--- src/rtl/spin_round_ctrl_pkg.sv ---
// Shared types and constants for the LED spinner round sequencer:
// FSM state encoding, speed/position widths and the guess judge.
package spin_round_ctrl_pkg;

  typedef enum logic [2:0] {
    ST_IDLE   = 3'd0,
    ST_SPIN   = 3'd1,
    ST_COAST  = 3'd2,
    ST_SETTLE = 3'd3,
    ST_RESULT = 3'd4,
    ST_OVER   = 3'd5
  } state_e;

  localparam int SPEED_W = 4;
  localparam int POS_W   = 3;
  localparam int NUM_POS = 6;
  localparam int TIMER_W = 24;

  // A hit needs exactly one guess bit set and that bit at a legal wheel position.
  // Positions 6 and 7 never match because the loop only covers 0..NUM_POS-1.
  function automatic logic judge_hit(input logic [NUM_POS-1:0] guess,
                                     input logic [POS_W-1:0]   pos);
    logic onehot;
    logic sel;
    onehot = ($countones(guess) == 1);
    sel    = 1'b0;
    for (int i = 0; i < NUM_POS; i++) begin
      if (pos == POS_W'(i)) sel = guess[i];
    end
    return onehot && sel;
  endfunction

endpackage

--- src/rtl/spin_round_ctrl_btn_sync.sv ---
// Push-button front end: two-flop synchronizer followed by a registered
// rising-edge detector. A held button yields a single one-cycle pulse,
// three clocks after the raw edge.
module spin_round_ctrl_btn_sync (
  input  logic clk_i,
  input  logic rst_i,
  input  logic btn_i,
  output logic pulse_o
);

  logic meta_q, meta_d;
  logic sync_q, sync_d;
  logic prev_q, prev_d;
  logic pulse_q, pulse_d;

  // Next-state of the synchronizer chain and edge detector.
  always_comb begin
    meta_d  = btn_i;
    sync_d  = meta_q;
    prev_d  = sync_q;
    pulse_d = sync_q & ~prev_q;
  end

  // Synchronizer and pulse registers.
  always_ff @(posedge clk_i) begin
    if (rst_i) begin
      meta_q  <= 1'b0;
      sync_q  <= 1'b0;
      prev_q  <= 1'b0;
      pulse_q <= 1'b0;
    end else begin
      meta_q  <= meta_d;
      sync_q  <= sync_d;
      prev_q  <= prev_d;
      pulse_q <= pulse_d;
    end
  end

  assign pulse_o = pulse_q;

endmodule

--- src/rtl/spin_round_ctrl.sv ---
// Game-round sequencer for the LED spinner. Starts a spin on a button press,
// coasts the wheel down one speed step every COAST_TICKS wheel ticks on a
// second press or timeout, waits for the wheel to settle, judges the guess
// and keeps score across MAX_ROUNDS rounds. Every output is a flop.
module spin_round_ctrl
  import spin_round_ctrl_pkg::*;
#(
  parameter logic [SPEED_W-1:0] START_SPEED   = 4'd12,
  parameter logic [SPEED_W-1:0] MIN_SPEED     = 4'd2,
  parameter int                 COAST_TICKS   = 4,
  parameter int                 SPIN_TIMEOUT  = 64,
  parameter logic [TIMER_W-1:0] RESULT_CYCLES = 24'd6_000_000,
  parameter logic [3:0]         MAX_ROUNDS    = 4'd8,
  parameter int                 SCORE_W       = 4
) (
  input  logic                 clk_i,
  input  logic                 rst_i,
  input  logic                 btn_i,
  input  logic                 wheel_tick_i,
  input  logic                 wheel_running_i,
  input  logic [POS_W-1:0]     pos_i,
  input  logic [NUM_POS-1:0]   guess_i,
  output logic [SPEED_W-1:0]   speed_o,
  output logic                 stop_o,
  output logic                 round_active_o,
  output logic                 result_valid_o,
  output logic                 hit_o,
  output logic [SCORE_W-1:0]   score_o,
  output logic [SCORE_W-1:0]   rounds_o,
  output logic                 game_over_o
);

  localparam int TCNT_MAX = (SPIN_TIMEOUT > COAST_TICKS) ? SPIN_TIMEOUT : COAST_TICKS;
  localparam int TCNT_W   = $clog2(TCNT_MAX) + 1;

  state_e               state_q, state_d;
  logic [SPEED_W-1:0]   speed_q, speed_d;
  logic                 stop_q, stop_d;
  logic [TCNT_W-1:0]    tick_cnt_q, tick_cnt_d;
  logic [TIMER_W-1:0]   timer_q, timer_d;
  logic                 hit_q, hit_d;
  logic [SCORE_W-1:0]   score_q, score_d;
  logic [SCORE_W-1:0]   rounds_q, rounds_d;
  logic                 round_active_q, round_active_d;
  logic                 result_valid_q, result_valid_d;
  logic                 game_over_q, game_over_d;
  logic                 btn_pulse;
  logic                 hit_now;

  spin_round_ctrl_btn_sync u_btn_sync (
    .clk_i   (clk_i),
    .rst_i   (rst_i),
    .btn_i   (btn_i),
    .pulse_o (btn_pulse)
  );

  function automatic logic [SCORE_W-1:0] sat_inc(input logic [SCORE_W-1:0] v,
                                                 input logic               en);
    if (!en || v == {SCORE_W{1'b1}}) return v;
    return v + SCORE_W'(1);
  endfunction

  assign hit_now = judge_hit(guess_i, pos_i);

  // Round FSM: next state, speed/stop control, counters and registered flags.
  always_comb begin
    state_d    = state_q;
    speed_d    = speed_q;
    stop_d     = stop_q;
    tick_cnt_d = tick_cnt_q;
    timer_d    = timer_q;
    hit_d      = hit_q;
    score_d    = score_q;
    rounds_d   = rounds_q;
    case (state_q)
      ST_IDLE: begin
        speed_d = '0;
        stop_d  = 1'b1;
        if (btn_pulse) begin
          state_d    = ST_SPIN;
          speed_d    = START_SPEED;
          stop_d     = 1'b0;
          tick_cnt_d = '0;
        end
      end
      ST_SPIN: begin
        if (btn_pulse) begin
          state_d    = ST_COAST;
          tick_cnt_d = '0;
        end else if (wheel_tick_i) begin
          if (tick_cnt_q == TCNT_W'(SPIN_TIMEOUT - 1)) begin
            state_d    = ST_COAST;
            tick_cnt_d = '0;
          end else begin
            tick_cnt_d = tick_cnt_q + TCNT_W'(1);
          end
        end
      end
      ST_COAST: begin
        if (wheel_tick_i) begin
          if (tick_cnt_q == TCNT_W'(COAST_TICKS - 1)) begin
            tick_cnt_d = '0;
            if (speed_q == MIN_SPEED) begin
              stop_d  = 1'b1;
              state_d = ST_SETTLE;
            end else begin
              speed_d = speed_q - SPEED_W'(1);
            end
          end else begin
            tick_cnt_d = tick_cnt_q + TCNT_W'(1);
          end
        end
      end
      ST_SETTLE: begin
        if (!wheel_running_i) begin
          state_d  = ST_RESULT;
          hit_d    = hit_now;
          score_d  = sat_inc(score_q, hit_now);
          rounds_d = rounds_q + SCORE_W'(1);
          speed_d  = '0;
          timer_d  = '0;
        end
      end
      ST_RESULT: begin
        if (timer_q == RESULT_CYCLES - TIMER_W'(1)) begin
          timer_d = '0;
          state_d = (rounds_q == SCORE_W'(MAX_ROUNDS)) ? ST_OVER : ST_IDLE;
        end else begin
          timer_d = timer_q + TIMER_W'(1);
        end
      end
      ST_OVER: begin
        speed_d = '0;
        stop_d  = 1'b1;
        if (btn_pulse) begin
          score_d  = '0;
          rounds_d = '0;
          hit_d    = 1'b0;
          state_d  = ST_IDLE;
        end
      end
      default: begin
        state_d = ST_IDLE;
        speed_d = '0;
        stop_d  = 1'b1;
      end
    endcase
    round_active_d = (state_d == ST_SPIN) || (state_d == ST_COAST) || (state_d == ST_SETTLE);
    result_valid_d = (state_d == ST_RESULT);
    game_over_d    = (state_d == ST_OVER);
  end

  // State, datapath counters and output flags.
  always_ff @(posedge clk_i) begin
    if (rst_i) begin
      state_q        <= ST_IDLE;
      speed_q        <= '0;
      stop_q         <= 1'b1;
      tick_cnt_q     <= '0;
      timer_q        <= '0;
      hit_q          <= 1'b0;
      score_q        <= '0;
      rounds_q       <= '0;
      round_active_q <= 1'b0;
      result_valid_q <= 1'b0;
      game_over_q    <= 1'b0;
    end else begin
      state_q        <= state_d;
      speed_q        <= speed_d;
      stop_q         <= stop_d;
      tick_cnt_q     <= tick_cnt_d;
      timer_q        <= timer_d;
      hit_q          <= hit_d;
      score_q        <= score_d;
      rounds_q       <= rounds_d;
      round_active_q <= round_active_d;
      result_valid_q <= result_valid_d;
      game_over_q    <= game_over_d;
    end
  end

  assign speed_o        = speed_q;
  assign stop_o         = stop_q;
  assign round_active_o = round_active_q;
  assign result_valid_o = result_valid_q;
  assign hit_o          = hit_q;
  assign score_o        = score_q;
  assign rounds_o       = rounds_q;
  assign game_over_o    = game_over_q;

endmodule

--- config.mk ---
export PLATFORM = sky130hd
export DESIGN_NAME = spin_round_ctrl
export DESIGN_NICKNAME = d
export VERILOG_FILES = /design/src/rtl/spin_round_ctrl_pkg.sv /design/src/rtl/spin_round_ctrl_btn_sync.sv /design/src/rtl/spin_round_ctrl.sv
export SDC_FILE = /design/constraint.sdc
export NUM_CORES = 1
export LEC_CHECK = 0
export CAP_MARGIN = 0
export CORE_MARGIN = 1.5
export CORE_UTILIZATION = 40
export CTS_CLUSTER_DIAMETER = 30
export DETAILED_ROUTE_END_ITERATION = 6
export PLACE_DENSITY_LB_ADDON = 0.15
export SYNTH_ARGS = -nofsm -noshare
export SYNTH_HDL_FRONTEND = slang
export SYNTH_SLANG_ARGS = --single-unit
--- constraint.sdc ---
create_clock -name clk_i -period 5.6 [get_ports clk_i]
set_clock_uncertainty 0.15 [all_clocks]
set_input_delay 1.4 -clock clk_i [delete_from_list [all_inputs] [get_ports clk_i]]
set_output_delay 1.4 -clock clk_i [all_outputs]
set_load 0.05 [all_outputs]
==> impl_metrics.env <==
export IMPL_status="finished, final reports clean"
export IMPL_cts_setup_buffers=0
export IMPL_tns_ps=0
export IMPL_maxSlewHeadroom=0.165
export IMPL_rsz0062_at_grt="false"
export IMPL_worstHoldStart="u_btn_sync.prev_q"
export IMPL_cp_slowest_cell="or4_1"
export IMPL_highest_layer="met4"
export IMPL_nNetsFinal=424
export IMPL_reg2reg_setup_slack_ps=2750
export IMPL_grt_total_usage=0.171
export IMPL_cts_root_buf="clkbuf_8"
export IMPL_die_area_mm2=0.00814
export IMPL_multiInputGateArea_mm2=0.00177
export IMPL_r2r_start="state_q[2]"
export IMPL_cts_tree="built"
export IMPL_cp_buffers_inverters=3
export IMPL_die_y_um=90.2
export IMPL_postPlaceCellArea_mm2=0.00341
export IMPL_wl_met3_um=336
export IMPL_drtPass1Iterations=4
export IMPL_async_reset_ff_frac=0
export IMPL_netlist_area_mm2=0.00304
export IMPL_crit_path_max_fanout=8
export IMPL_reg2reg_to="score_o[3]"
export IMPL_layout_commonest_cell="dfxtp_1"
export IMPL_end_kind="flop"
export IMPL_worstHoldPathType="reg2reg"
export IMPL_core_mm2=0.00729
export IMPL_synth_ff_type="dfxtp_1"
export IMPL_via_per_inst=5.47
export IMPL_rows=31
export IMPL_wl_mm=6.80
export IMPL_finalHoldViolCount=0
export IMPL_cpMostUsedCell="fa_1"
export IMPL_grt_pass1_vias=2433
export IMPL_syn_area_per_cell_um2=8.05
export IMPL_post_place_cells=491
export IMPL_grt_overflow_total=0
export IMPL_cts_resized=0
export IMPL_vias=2728
export IMPL_ios=31
export IMPL_min_period_ps=4860
export IMPL_p_per_area_mw_per_mm2=189
export IMPL_numCtsBuffers=5
export IMPL_syn2layout_area_growth_pct=14.9
export IMPL_final_cell_mix="55 x dfxtp_1, 31 x nand2_1, 30 x nor2_1, 30 x clkdlybuf4s50_1, 26 x inv_1"
export IMPL_grt_first_pass_wirelength_mm=11.6
export IMPL_maxCapViolations=0
export IMPL_start_util=0.417
export IMPL_crit_family="adder cells"
export IMPL_stdcell_area_mm2=0.00350
export IMPL_cts_hold_buf=0
export IMPL_synth_edff_count=0
export IMPL_slew_viol_final=0
export IMPL_diodes=0
export IMPL_slowest_delay_ps=530
export IMPL_path_clk_slew_ps=100
export IMPL_antenna_found_initial=0
export IMPL_hold_path_depth=1
export IMPL_yosysWarnings=0
export IMPL_drive_gt1_frac=0.0500
export IMPL_wl_per_cell_um=13.6
export IMPL_worstHoldEndpoint="u_btn_sync.pulse_o"
export IMPL_period_share=0.868
export IMPL_globalplace_congestion=0.781
export IMPL_grt_max_degree=31
export IMPL_syn_inst=378
export IMPL_tightest_slew_ps=1240
export IMPL_clk_latency_ps=310
export IMPL_finalNonFillerCells=499
export IMPL_seq_area_frac_synth=0.362
export IMPL_fmax_mhz=206
export IMPL_worst_setup_path_start_kind="input port"
export IMPL_finalPower_uw=662
export IMPL_regArea_mm2=0.00110
export IMPL_htreeDepth=2
export IMPL_synth_seq_cells=55
export IMPL_ff2ff_path_depth=5
export IMPL_cts_sinks=55
export IMPL_path_cells="clkdlybuf4s50_1 > inv_1 > fa_1 > fa_1 > inv_1 > ha_1 > fa_1 > nor2_1 > nand2_1 > or4_1 > or4_1 > a21oi_1"
export IMPL_holdWs_ps=250
export IMPL_required_ps=5690
export IMPL_report_final_setup_viol=0
export IMPL_crit_arrival_ps=4950
export IMPL_portBuffers=30
export IMPL_drt_iter0_drc=131
export IMPL_fillers=740
export IMPL_post_route_drc_count=0
export IMPL_dr_wl_met2_mm=2.99
export IMPL_p_leak_nw=1.15
export IMPL_dp_hpwl_mm=4.84
export IMPL_synth_nets=403
export IMPL_drtAntennaViolNets=0
export IMPL_crit_type="in2reg"
export IMPL_clockBufferDepth=2
export IMPL_met1Wirelength_mm=3.42
export IMPL_die_x_um=90.2
export IMPL_peakVddDrop_uv=99.3
export IMPL_synth_distinct_cells=60
[worst max path at each step]
stage / slack, ps / depth (start not counted) / end / from
after floorplan: 1080 / 12 / score_o[3] / guess_i[0]
after global placement: 480 / 12 / score_o[3] / guess_i[0]
after detailed placement: 460 / 12 / score_o[3] / guess_i[0]
after CTS: 750 / 12 / score_o[3] / guess_i[0]
after global routing: 580 / 12 / score_o[3] / guess_i[0]
final: 740 / 12 / score_o[3] / guess_i[0]
[logic make-up after synthesis]
logic type               Yosys count  synth area share
XOR/XNOR                          12            0.0345
AO/OA/AOI/OAI                     95             0.201
buffers and inverters             44            0.0567
adder cells (fa/ha/maj)           11            0.0526
flip-flops                        55             0.362
multiplexers                       3            0.0144
AND/OR/NAND/NOR                  158             0.279
[cell usage after synthesis (8+ instances only)]
cell type / count / area (µm²)
o21ai_0: 16 / 80.1
nand2_1: 31 / 116
a21oi_1: 22 / 110
ha_1: 8 / 100
dfxtp_1: 55 / 1100
a211oi_1: 8 / 60.1
nand4_1: 8 / 50.1
nor4_1: 8 / 50.1
nand3_1: 18 / 90.1
nor3_1: 9 / 45.0
clkbuf_1: 14 / 52.6
inv_1: 26 / 97.6
nor2_1: 30 / 113
nor2b_1: 8 / 50.1
a31oi_1: 17 / 106
xnor2_1: 9 / 78.8
[routing by layer]
metal | GRT usage | vias to the layer above
met5 | 0 | -
met2 | 0.266 | 64
met1 | 0.241 | 1247
li1 | - | 1411
met3 | 0.0321 | 6
met4 | 0.0463 | 0
[metrics by stage]
stage	worst slack [ps]	util
floorplan	1080	-
global placement	476	0.468
detailed placement	459	0.468
CTS	750	0.479
global route	581	0.479
finish	741	0.479
[state kept, by name (all words and copies together) (netlist names)]
signal	count
u_btn_sync.prev_d	1
u_btn_sync.meta_q	1
hit_o	1
rounds_o	4
stop_o	1
u_btn_sync.prev_q	1
result_valid_o	1
state_q	3
round_active_o	1
u_btn_sync.pulse_o	1
timer_q	24
game_over_o	1
score_o	4
speed_o	4
tick_cnt_q	7
[report_power, final]
part	leakage (nW)	internal [mW]	switching, mW
Sequential	0.444	0.393	0.00247
Clock	0.0477	0.0861	0.129
Combinational	0.664	0.0232	0.0281
[area by class of cell]
| class | count | share of cell area |
|---|---|---|
| Clock inverter | 3 | 0.00429 |
| Clock buffer | 5 | 0.0197 |
| Multi-Input combinational cell | 279 | 0.508 |
| Sequential cell | 55 | 0.315 |
| Inverter | 26 | 0.0279 |
| Timing Repair Buffer | 32 | 0.0902 |
| Tap cell | 99 | 0.0354 |
Power figures use the tool's default switching activity.
==> RTL change, RTL diff (same flow settings) <==
Change the parameter `COAST_TICKS` from 4 to 8.
--- a/src/rtl/spin_round_ctrl.sv
+++ b/src/rtl/spin_round_ctrl.sv
@@ -7,7 +7,7 @@
 #(
   parameter logic [SPEED_W-1:0] START_SPEED   = 4'd12,
   parameter logic [SPEED_W-1:0] MIN_SPEED     = 4'd2,
-  parameter int                 COAST_TICKS   = 4,
+  parameter int                 COAST_TICKS   = 8,
   parameter int                 SPIN_TIMEOUT  = 64,
   parameter logic [TIMER_W-1:0] RESULT_CYCLES = 24'd6_000_000,
   parameter logic [3:0]         MAX_ROUNDS    = 4'd8,
Formal check against the unedited RTL: no difference found for any inputs over 10 cycles, from zero or initial values and one cycle with rst_i high; that may be too few to reach the edited logic, so the function may still have changed.
==> RTL change against the original RTL <==
Synthesized area is 2.6% higher; sequential cell count stayed put; critical path depth is the same; routed wire length grew 0.47%; setup slack improved by 200 ps; total power rose by 1.5%; synthesized cell count grew 1.1%; cell area increased by 3.1%; critical endpoint is now score_o[0].
==> RTL change: results (changes against the original RTL) <==
- M3 GR Usage: 0.0285 (was 0.0321)
- Met2 Wirelength: 3.02 mm (was 2.99 mm)
- Share of power burned in registers: 0.591 (was 0.597)
- Avg Cell Area, Syn: 8.18 µm² (was 8.05 µm²)
- Netlist cell types: 62 (was 60)
- P_leak: 1.28 nW (was 1.15 nW)
- Adder-Cell Fraction of Synth Area: 0.0513 (was 0.0526)
- Post-place setup slack: 600 ps (was 459 ps)
- Outcome: finished, final reports clean (unchanged)
- GRT Total Usage: 0.176 (was 0.171)
- Clock buffers: 7 (was 5)
- Switching share of total power: 0.242 (was 0.241)
- Fraction of layout cells with a size suffix above 1: 0.0709 (was 0.0500)
- Fillers: 779 (was 740)
- Via density: 5.42 (was 5.47)
- CP arrival: 4760 ps (was 4950 ps)
- Compound-Gate Fraction of Synth Area: 0.192 (was 0.201)
- Met2 usage: 0.279 (was 0.266)
- M1 WL: 3.48 mm (was 3.42 mm)
- Tightest Pin Transition: 735 ps (was 1240 ps)
- Layout non-clock buf frac: 0.0937 (was 0.0902)
- Placed Instances: 503 (was 491)
- Cell Count, Final, Fillers Out: 511 (was 499)
- Largest net degree at the start of global routing: 34 (was 31)
- Most frequent cells after synthesis: dfxtp_1 (55), nand2_1 (39), nor2_1 (32) (was dfxtp_1 (55), nand2_1 (31), nor2_1 (30))
- Met1 GRT Util: 0.247 (was 0.241)
- Detailed placement HPWL: 4.89 mm (was 4.84 mm)
- CP Max Fanout: 6 (was 8)
- Vias in the first global route: 2613 (was 2433)
- Multi-input combinational area share: 0.521 (was 0.508)
- Top cells by area, synth: dfxtp_1 (35%), nand2_1 (4.7%), a21oi_1 (4.0%) (was dfxtp_1 (36%), nand2_1 (3.8%), nor2_1 (3.7%))
- Routed wire per std cell: 13.4 µm (was 13.6 µm)
- Non-clk bufs: 35 (was 32)
- Maximum vdd drop: 0.117 mV (was 0.0993 mV)
- RR Endpoint: result_valid_o (was score_o[3])
- First-pass GRT wire length: 12.2 mm (was 11.6 mm)
- GP Congestion: 0.836 (was 0.781)
## RTL change: changes by cell type after synthesis, moves of 5 or more
| cell | delta |
|---|---|
| a31oi_1 | -5 |
| xnor2_1 | -5 |
| nand2_1 | +8 |
| inv_1 | -5 |
| a211oi_1 | -6 |
## RTL change: worst min path at each step
stage                    endpoint  cells past startpoint  slack (ps)
2_1_floorplan  u_btn_sync.pulse_o                      1         220
3_3_place_gp   u_btn_sync.pulse_o                      1         230
3_5_place_dp   u_btn_sync.pulse_o                      1         230
4_1_cts        u_btn_sync.pulse_o                      1         240
5_1_grt        u_btn_sync.pulse_o                      1         260
6_report       u_btn_sync.pulse_o                      1         240
## RTL change: stage by stage
stage	util	cell area (µm²)
after floorplan	-	3120
after global placement	0.461	3520
after detailed placement	0.461	3520
after CTS	0.471	3600
after global routing	0.471	3600
final	0.471	3600
